$ cat src/rtl/soc_rom_wb_pkg.sv
// Shared widths, FSM encoding and helpers for the boot ROM Wishbone front-end.
package soc_rom_wb_pkg;

  localparam int unsigned RW              = 16;
  localparam int unsigned WB_ADDR_W       = 24;
  localparam int unsigned ROM_WORD_W      = 32;
  localparam int unsigned WAIT_CNT_W      = 3;
  localparam int unsigned MAX_WAIT_STATES = (1 << WAIT_CNT_W) - 1;

  typedef enum logic [1:0] {
    ST_IDLE = 2'd0,
    ST_WAIT = 2'd1,
    ST_RESP = 2'd2,
    ST_ERR  = 2'd3
  } state_e;

  // Request fields captured from the bus in IDLE.
  typedef struct packed {
    logic                 we;
    logic [WB_ADDR_W-1:0] adr;
  } wb_req_t;

  // Odd halfword address picks the upper half of a ROM word.
  function automatic logic [RW-1:0] hw_sel(input logic [ROM_WORD_W-1:0] word,
                                           input logic                  odd);
    return odd ? word[ROM_WORD_W-1 -: RW] : word[RW-1:0];
  endfunction

endpackage

$ cat src/rtl/soc_rom.sv
// Combinational boot ROM array; contents come from the IMAGE parameter.
module soc_rom
  import soc_rom_wb_pkg::*;
#(
  parameter int unsigned                           WIN_W = 8,
  parameter logic [ROM_WORD_W*(2**(WIN_W-1))-1:0]  IMAGE = '0
) (
  input  logic [WB_ADDR_W-1:0] in_addr,
  output logic [RW-1:0]        out_data
);

  localparam int unsigned N_WORDS = 2**(WIN_W-1);
  localparam int unsigned IDX_W   = WIN_W - 1;

  logic [ROM_WORD_W-1:0] mem [N_WORDS];
  logic [IDX_W-1:0]      word_idx;
  logic                  unused_hi;

  // Unpack the flat image into 32-bit words.
  for (genvar g = 0; g < N_WORDS; g++) begin : g_word
    assign mem[g] = IMAGE[g*ROM_WORD_W +: ROM_WORD_W];
  end

  assign word_idx  = in_addr[WIN_W-1:1];
  assign out_data  = hw_sel(mem[word_idx], in_addr[0]);
  assign unused_hi = ^in_addr[WB_ADDR_W-1:WIN_W];

endmodule

$ cat src/rtl/soc_rom_wb.sv
// Wishbone classic slave front-end for the boot ROM: window decode,
// programmable wait states, registered read data, single-cycle ack/err.
module soc_rom_wb
  import soc_rom_wb_pkg::*;
#(
  parameter logic [WB_ADDR_W-1:0]                  BASE_ADDR   = WB_ADDR_W'(24'hffe000),
  parameter int unsigned                           WIN_W       = 8,
  parameter int unsigned                           WAIT_STATES = 1,
  parameter logic [ROM_WORD_W*(2**(WIN_W-1))-1:0]  ROM_IMAGE   = '0
) (
  input  logic                 i_clk,
  input  logic                 i_rst_n,
  input  logic                 wb_cyc,
  input  logic                 wb_stb,
  input  logic                 wb_we,
  input  logic [WB_ADDR_W-1:0] wb_adr,
  output logic [RW-1:0]        wb_o_dat,
  output logic                 wb_ack,
  output logic                 wb_err
);

  localparam logic [WAIT_CNT_W-1:0] WS_LOAD = WAIT_CNT_W'(WAIT_STATES);

  // The wait counter is only 3 bits wide.
  if (WAIT_STATES > MAX_WAIT_STATES) begin : g_bad_wait_states
    $error("soc_rom_wb: WAIT_STATES must be in 0..7");
  end

  state_e                state_q, state_d;
  logic [WB_ADDR_W-1:0]  adr_q, adr_d;
  logic [WAIT_CNT_W-1:0] cnt_q, cnt_d;
  logic [RW-1:0]         dat_q, dat_d;
  logic                  ack_q, ack_d;
  logic                  err_q, err_d;

  wb_req_t               req_c;
  logic                  req_vld_c;
  logic                  win_hit_c;
  logic [WB_ADDR_W-1:0]  rom_addr;
  logic [RW-1:0]         rom_data;
  logic                  unused_adr_hi;

  assign req_c     = '{we: wb_we, adr: wb_adr};
  // A response still on the bus blocks re-capture of the same strobe.
  assign req_vld_c = wb_cyc & wb_stb & ~ack_q & ~err_q;
  assign win_hit_c = (req_c.adr[WB_ADDR_W-1:WIN_W] == BASE_ADDR[WB_ADDR_W-1:WIN_W]);

  // ROM always sees the captured offset inside the window.
  assign rom_addr      = {BASE_ADDR[WB_ADDR_W-1:WIN_W], adr_q[WIN_W-1:0]};
  assign unused_adr_hi = ^adr_q[WB_ADDR_W-1:WIN_W];

  soc_rom #(
    .WIN_W (WIN_W),
    .IMAGE (ROM_IMAGE)
  ) u_rom (
    .in_addr  (rom_addr),
    .out_data (rom_data)
  );

  // Next-state and response logic.
  always_comb begin
    state_d = state_q;
    adr_d   = adr_q;
    cnt_d   = cnt_q;
    dat_d   = dat_q;
    ack_d   = 1'b0;
    err_d   = 1'b0;
    unique case (state_q)
      ST_IDLE: begin
        if (req_vld_c) begin
          adr_d = req_c.adr;
          cnt_d = WS_LOAD;
          if (req_c.we || !win_hit_c) begin
            state_d = ST_ERR;
          end else if (WAIT_STATES == 0) begin
            state_d = ST_RESP;
          end else begin
            state_d = ST_WAIT;
          end
        end
      end
      ST_WAIT: begin
        if (!wb_cyc) begin
          state_d = ST_IDLE;
        end else begin
          cnt_d = cnt_q - WAIT_CNT_W'(1);
          if (cnt_q == WAIT_CNT_W'(1)) begin
            state_d = ST_RESP;
          end
        end
      end
      ST_RESP: begin
        dat_d   = rom_data;
        ack_d   = 1'b1;
        state_d = ST_IDLE;
      end
      ST_ERR: begin
        err_d   = 1'b1;
        state_d = ST_IDLE;
      end
      default: state_d = ST_IDLE;
    endcase
  end

  // State and output registers with synchronous active-low reset.
  always_ff @(posedge i_clk) begin
    if (!i_rst_n) begin
      state_q <= ST_IDLE;
      adr_q   <= BASE_ADDR;
      cnt_q   <= '0;
      dat_q   <= '0;
      ack_q   <= 1'b0;
      err_q   <= 1'b0;
    end else begin
      state_q <= state_d;
      adr_q   <= adr_d;
      cnt_q   <= cnt_d;
      dat_q   <= dat_d;
      ack_q   <= ack_d;
      err_q   <= err_d;
    end
  end

  assign wb_o_dat = dat_q;
  assign wb_ack   = ack_q;
  assign wb_err   = err_q;

endmodule

$ cat config.mk
export PLATFORM = sky130hd
export DESIGN_NAME = soc_rom_wb
export DESIGN_NICKNAME = d
export VERILOG_FILES = /design/src/rtl/soc_rom_wb_pkg.sv /design/src/rtl/soc_rom.sv /design/src/rtl/soc_rom_wb.sv
export SDC_FILE = /design/constraint.sdc
export NUM_CORES = 1
export LEC_CHECK = 0
export CORE_MARGIN = 3
export CORE_UTILIZATION = 33
export CTS_BUF_LIST = sky130_fd_sc_hd__clkbuf_8
export CTS_CLUSTER_SIZE = 30
export DETAILED_ROUTE_END_ITERATION = 7
export PLACE_DENSITY_LB_ADDON = 0.12
export SLEW_MARGIN = 10
export SYNTH_ARGS = -nofsm -noshare
export SYNTH_HDL_FRONTEND = slang
export SYNTH_SLANG_ARGS = --single-unit
$ cat constraint.sdc
create_clock -name i_clk -period 3.2 [get_ports i_clk]
set_input_delay 0.96 -clock i_clk [delete_from_list [all_inputs] [get_ports i_clk]]
set_output_delay 0.96 -clock i_clk [all_outputs]
set_load 0.02 [all_outputs]
Yosys cells after proc, flatten, opt, wreduce, memory -nomap -nowiden --
Memory sizes are Yosys's and may differ from the RTL's. Cells that the tools add are included.
Word-level totals: register bits 31, memory bits (read-only) 4096, input bits 29, output and inout port bits 18, logic and storage cells 44, memories 1
Memories:
- (no name shown) | words 128, bits a word 32, rd ports 1, clocked after memory_dff 0, wr ports 0, line soc_rom.sv:25 | assign out_data = hw_sel(mem[word_idx], in_addr[0]);
Operators by class: add/subtract/negate cells 1, $lt $le $gt $ge 1, equality and inequality tests 8, mux-type cells 13, bitwise logic cells 6, reductions and logical operators 8
Operators with widths (count):
- $mux 32 | 2
- $eq 16x16->1 const B | 1
- $mux 16 | 1
- $ge 8x8->1 const B | 1
- $mux 2 | 4
- $not 7->8 | 1
- $mux 3 | 2
- $pmux 2 s3 | 1
- $pmux 3 s2 | 1
- $eq 2x2->1 const B | 2
- $ne 2x2->1 const B | 2
- $reduce_and 2->1 | 2
- $and 1x1->1 | 3
- $eq 3x1->1 const B | 1
- $ne 3x3->1 const B | 1
- $reduce_and 3->1 | 1
- $sub 3x1->3 const B | 1
- $eq 2x1->1 const B | 1
- $logic_not 2->1 | 1
- $mux 1 | 2
- $not 1->1 | 2
- $reduce_bool 2->1 | 1
- $reduce_or 2->1 | 1
- $logic_not 1->1 | 1
- $logic_or 1x1->1 | 1

Longest topological paths before layout --
word-level depth 6, mapped depth 5, gate-level depth less buffers 5

Modules after synthesis --
From an unflattened synthesis, not the netlist that was laid out.
Unflattened totals: cells, all modules 156, area total of the unflattened synthesis 1403.8 um2
By module, submodules not included:
- soc_rom_wb | times used 1, cells each 139, area each 1280.0 um2, sequential area each 620.6 um2
- soc_rom | times used 1, cells each 17, area each 123.9 um2, sequential area each 0.0 um2

Worst setup path before layout --
Ideal clock, no wire load.
kind input -> register, start input wb_we, end register state_q[1], setup time 0.124 ns, data arrival time 1.629 ns, data required time 3.076 ns, slack 1.447 ns, cell stages on the path 4, path buffers 0, cell sequence nand4b_1 or3_1 o21ai_0 a21oi_1
Between the ends: longest elaborated chain between the ends 4
RTL lines:
- start: declaration | line soc_rom_wb.sv:15 | input logic wb_we,
- $logic_or 1x1->1 | line soc_rom_wb.sv:73 | if (req_c.we || !win_hit_c) begin
- $mux 2 | line soc_rom_wb.sv:73
- $mux 2 | line soc_rom_wb.sv:70 | if (req_vld_c) begin
- $pmux 2 s3 | line soc_rom_wb.sv:68 | unique case (state_q)
- end signal: assignment | line soc_rom_wb.sv:115 | state_q <= state_d;
- end: declaration | line soc_rom_wb.sv:29 | state_e state_q, state_d;
Every way passes these cells. The select of a mux whose other input is x is not followed. A chain may end at the register's enable or synchronous reset.

Worst setup path in the final report --
start register err_q, in the netlist wb_err, end output wb_err
RTL lines:
- start: declaration | line soc_rom_wb.sv:34 | logic err_q, err_d;
- start signal: assignment | line soc_rom_wb.sv:120 | err_q <= err_d;
- end: declaration | line soc_rom_wb.sv:19 | output logic wb_err
No word-level cell between the ends.

==> impl_results.md <==
- GP Congestion: 0.680
- Synthesized area per cell: 8.55 um2
- R2R setup slack: 2060 ps
- Final Cell Area: 724 um2
- Int Pwr: 0.211 mW
- Total Neg Setup Slack: 0 ps
- Chip width: 45.1 um
- Layout Nets: 116
- Worst r2r src: state_q[0]
- Clock latency on the worst-skew pair: 230 ps
- Period minus WS final: 2190 ps
- Final setup viols: 0
- RSZ-0062 raised after global routing: false
- Switching Power: 0.0795 mW
- Worst vdd ir: 218 uV
- Part of the power in the clock network: 0.427
- Fin crit share: 0.685
- Max-slew violation count: 0
- Post_cts resized: 0
- Synth Area in XOR/XNOR: 0.0174
- Post-Synthesis Cells: 59
- Yosys top cell by area: dfxtp_1
- Via/cell ratio: 4.40
- Fraction of registers with async set/reset: 0
- Top-Level Pins: 47
- DPL Wire Length: 887 um
- CP startpoint kind: flop
- Post-DP Area: 679 um2
- Antenna violations before repair: 0
- Layout cells sized above 1: 0.0952
- Top cell type's share of synthesized area: 0.278
- Post-detailed-route count of antenna-violating nets: 0
- CP delay by family, top: buffers and inverters
- Worst path bufs/invs: 1
- Most frequent cells after synthesis: buf_4, dfxtp_1, nand2_1, inv_1, o21ai_0
- Post-synthesis mux area share: 0
- Compound-Gate Fraction of Synth Area: 0.0943
- Vias in the first global route: 395
- Critical Path Sink: wb_err
- Worst Path Max Fanout: 3
- Sw frac: 0.274
- Overflow after GRT: 0
- CP arrival: 1230 ps
- Warnings, synthesis: 0
- Critical-path cell list: clkdlybuf4s50_1
- Combinational share of power: 0.232
- Routed via count: 436
- GR Util All Layers: 0.118
- CP max stage delay: 630 ps
- Critical path depth: 1
- Setup Fix Bufs, Post-CTS: 0
- Post-synthesis adder-cell area fraction: 0.0496
- CTS Buffer Depth: 2
- Post-layout util: 0.530
- DR iter-0 viols: 0
- Post-synth EDFFs: 0
- Core Area: 1370 um2
- Sequential Power Share: 0.342
- Largest net degree at the start of global routing: 8
- Fillcell total: 135
- IO Port Bufs: 22
- Sink Count: 7
- Largest family of logic cells by synthesized area: simple AND/OR/NAND/NOR gates
- Hold buffers post-CTS: 0
- Critical path type: flop to output port
- Diode count: 0
- Rows: 13
- Slowest-stage cell, CP: clkdlybuf4s50_1
- Initial Util: 0.369
- Reg clk slew, reported paths: 40 ps
- Chip height: 45.1 um
- Max-cap violations: 0
- Drt wl/cell: 10.5 um
- DRT Wirelength: 1.04 mm
- Yosys reg bits: 7
- PD cells: 401 nW/um2
- Cells on worst reg2reg path: 4
- First-pass GRT wire length: 1.68 mm
- Hold WC Path Type: flop to flop
- Simple-gate share of the synthesized area: 0.293
- Most common flop cell mapped by yosys: dfxtp_1
- DIE AREA: 2030 um2
- Post-Syn Area: 504 um2
- FMAX: 0.456 GHz
- Most frequent cell after synthesis: buf_4
- CP required: 2240 ps
- Worst setup EP type: output port
- Drt pass-1 iters: 1
- Total power: 0.290 mW
- Worst setup startpoint: wb_err
- Area Growth Syn to Fin: 43.7%
- Drc violations: 0
- Outcome: completed
- Synth unique cells: 27
- CTS Buf Count: 3
- H-tree lvl count: 1
- Worst R2R End: cnt_q[2]
- CTS tree: done
- Fin. Hold Viols: 0
- Leak: 0.320 nW
- Seq/Total Area, Yosys: 0.278
- Max Clock Skew: 4.42 ps
- Synth area leaders: dfxtp_1, buf_4, ha_1
- Clk root buf: clkbuf_8
-- per-layer routing --
| layer | vias to the layer above | global-route usage | share of wire |
|---|---|---|---|
| li1 | 219 | - | - |
| met1 | 193 | 0.133 | 0.39 |
| met5 | - | 0 | 0 |
| met3 | 4 | 0.0757 | 0.091 |
| met2 | 20 | 0.175 | 0.50 |
| met4 | 0 | 0.0526 | 0.016 |
-- power by group through the flow --
stage | sequential [mW] | clock [mW] | combinational (mW)
global route | 0.100 | 0.134 | 0.0747
global placement | 0.101 | 0 | 0.0671
finish | 0.0992 | 0.124 | 0.0673
floorplan | 0.101 | 0 | 0.0505
CTS | 0.0992 | 0.128 | 0.0674
detailed placement | 0.101 | 0 | 0.0672
-- tightest hold or removal path: cells and delay by family (launching register included) --
| kind | cells | cell delay (ps) |
|---|---|---|
| flops | 1 | 340 |
| simple gates | 2 | 100 |
-- worst min-delay path by stage --
stage	start	endpoint	slack (ps)	cells past startpoint
floorplan	state_q[1]	wb_ack	450	2
global placement	state_q[1]	wb_ack	490	2
detailed placement	state_q[1]	wb_ack	490	2
CTS	state_q[1]	wb_ack	500	2
global route	state_q[1]	wb_ack	540	2
finish	state_q[1]	wb_ack	500	2
-- layout make-up --
| class | count | area [um2] | area share |
|---|---|---|---|
| multi-input cells | 48 | 289 | 0.399 |
| repair buffers | 22 | 220 | 0.304 |
| flip-flops and latches | 7 | 140 | 0.193 |
| clock buffers | 3 | 41.3 | 0.0570 |
| well taps | 15 | 18.8 | 0.0259 |
| inverters | 3 | 11.3 | 0.0155 |
| clock inverters | 1 | 3.75 | 0.00518 |
-- logic make-up after synthesis --
family	Yosys count
AOI/OAI and AO/OA	8
xor gates and xnor gates	1
adders and majority gates	2
buffers and inverters	19
DFF	7
other	1
and+or+nand+nor	21
-- placed cells by master (no fill, tap or decap) --
master and n:
and3_1 1, nor4b_2 1, conb_1 16, o22ai_1 1
or3_1 2, and2_1 1, nor2_1 2, nand3b_4 1
nand4_1 1, a21boi_0 1, nor3_2 1, dfxtp_1 7
a31oi_1 1, nand3_1 1, o21ai_0 3, nor4_1 1
and3b_2 1, ha_1 2, clkbuf_8 3, inv_1 4
nand4b_1 1, nand2_1 5, a21oi_1 1, clkdlybuf4s50_1 22
and3_2 1, nand3b_1 1, o31ai_1 1, xnor2_1 1
-- through the flow --
| stage | hold WS, ps | worst slack (ps) | cells |
|---|---|---|---|
| after global routing | 538 | 945 | 99 |
| after CTS | 499 | 999 | 99 |
| after global placement | 491 | 936 | 95 |
| after floorplan | 451 | 1450 | 74 |
| after detailed placement | 488 | 979 | 95 |
| final | 497 | 1010 | 99 |
-- sequential cells by signal (all words and copies together), names as in the netlist --
| register | count |
|---|---|
| cnt_q | 3 |
| state_q | 2 |
| wb_ack | 1 |
| wb_err | 1 |
Note: power is estimated with default switching activity, not from simulation.
==> patch, RTL diff (same settings) <==
Register the output `wb_err` once more, with the module's reset; this adds one clock of latency there. The other outputs are not delayed to match.
--- a/src/rtl/soc_rom_wb.sv
+++ b/src/rtl/soc_rom_wb.sv
@@ -124,5 +124,11 @@
   assign wb_o_dat = dat_q;
   assign wb_ack   = ack_q;
-  assign wb_err   = err_q;
+  always_ff @(posedge i_clk) begin
+    if (!i_rst_n) begin
+      wb_err <= '0;
+    end else begin
+      wb_err <= err_q;
+    end
+  end
 
 endmodule
Formal check against the unedited RTL: not equivalent (Yosys sat finds a counterexample within 4 cycles, from zero or initial values and one cycle with i_rst_n low).
==> patch against the unedited design <==
Setup slack got worse by 0.0055 ns. Design area increased by 2.6%. Wire length decreased by 2.8%. First-iteration DRC count increased by 11. Combinational power decreased by 6.2%. Sequential cell count increased by 1. Largest cell class unchanged. Sequential share of layout area increased by 2.2 points. Total power increased by 0.61%. Synthesized area increased by 4.5%.
==> patch: results <==
group,metric,value,unit
run_status,status,"completed",
final_layout,nets,117,
logic_synthesis,ys_seq_area_share,30.4,%
drt,via_per_inst,4.44,
place,placedCellCount,96,
setup_path,cp_max_fo,1,
drt,wl_met2,480,um
final_layout,largest_registers,"cnt_q x3, state_q x2",
setup_path,crit_family,"simple AND/OR/NAND/NOR gates",
place,port_buffers,22,
clocking,cts_setup_buffers,0,
logic_synthesis,ys_warn_count,0,
clocking,ctsResizeCount,0,
final_layout,regArea,160,um2
logic_synthesis,synth_compound_area_share,13.1,%
final_layout,drive_above_1_share,4.76,%
drt,dr.first_iter.drc_count,11,
clocking,cts.path.max_buffers,2,
logic_synthesis,synth_cell_types,23,
sta,skew,0.00345,ns
place,routabilityCongestion,0.815,
grt,grt_use_total,10.8,%
logic_synthesis,synth_mux_area_share,0,%
power_and_ir_drop,intPower,0.000217,W
grt,grt_max_degree,9,
clocking,numCtsBuffers,3,
drt,firstDrtPassIters,4,
drt,routedWlPerCell,10.2,um
setup_path,cp.arrival,2.32,ns
grt,grt_pass1_vias,387,
drt,dr_wl_met3,90,um
final_layout,fill_cells,143,
place,placed_area,702,um2
logic_synthesis,avgSynthCellArea,8.78,um2
clocking,cts_htree_levels,1,
grt,gr-usage-met3,2.77,%
grt,grt_pass1_wl,1610,um
drt,wl_met1,420,um
power_and_ir_drop,seq_cell_power,0.000107,W
power_and_ir_drop,p_leak,0.332,nW
logic_synthesis,synthXorXnorAreaFrac,0,%
power_and_ir_drop,power_frac_comb,21.6,%
drt,highest_layer,"met4",
power_and_ir_drop,peakVddDrop,0.000169,V
setup_path,max_stage_delay,0.40,ns
grt,antenna_found_initial,0,
power_and_ir_drop,switchingPower,0.0000751,W
worst_hold_path,hold_path.class,"register to register",
setup_path,critPathSlowestCell,"or4_1",
logic_synthesis,synth_commonest_cells,"buf_4, dfxtp_1, inv_1, nand2_1, o211a_1",
logic_synthesis,netlist_top_cells_area,"dfxtp_1, buf_4, o211a_1",
grt,use_met2,16.8,%
final_layout,instances_no_fill,99,
place,post-place-ws,0.755,ns
place,hpwl,847,um
logic_synthesis,synthAdderAreaFrac,4.75,%
clocking,clk_latency,0.23,ns
grt,use_met1,12.9,%
## patch: cell types whose count changed in the layout (fill, tap and decap cells not counted), sizes merged, moves of 2 or more
cell	unedited run	this run
nand3b	2	0
o211a	0	3
and3	2	0
o21ai	3	0
nand2b	0	2
## patch: final cells by class
cell class | count | area share, %
inverters | 5 | 2.53
flip-flops and latches | 8 | 21.5
well taps | 15 | 2.53
multi-input cells | 46 | 38.2
clock buffers | 3 | 5.56
repair buffers | 22 | 29.6
## patch: worst register-to-register path, stage by stage (launching register included)
cell and delay [ns]:
dfxtp_1 0.36, and3b_1 0.22, or4_1 0.47, o211a_1 0.21
## patch: worst paths after layout
| kind | start | end | slack [ns] | cells after the start |
|---|---|---|---|---|
| setup / recovery | wb_we | state_q[1] | 1.00 | 4 |
| hold reg to reg | err_q | wb_err | 0.45 | 1 |
| setup reg to reg | state_q[1] | state_q[1] | 1.82 | 3 |
| hold / removal | err_q | wb_err | 0.45 | 1 |
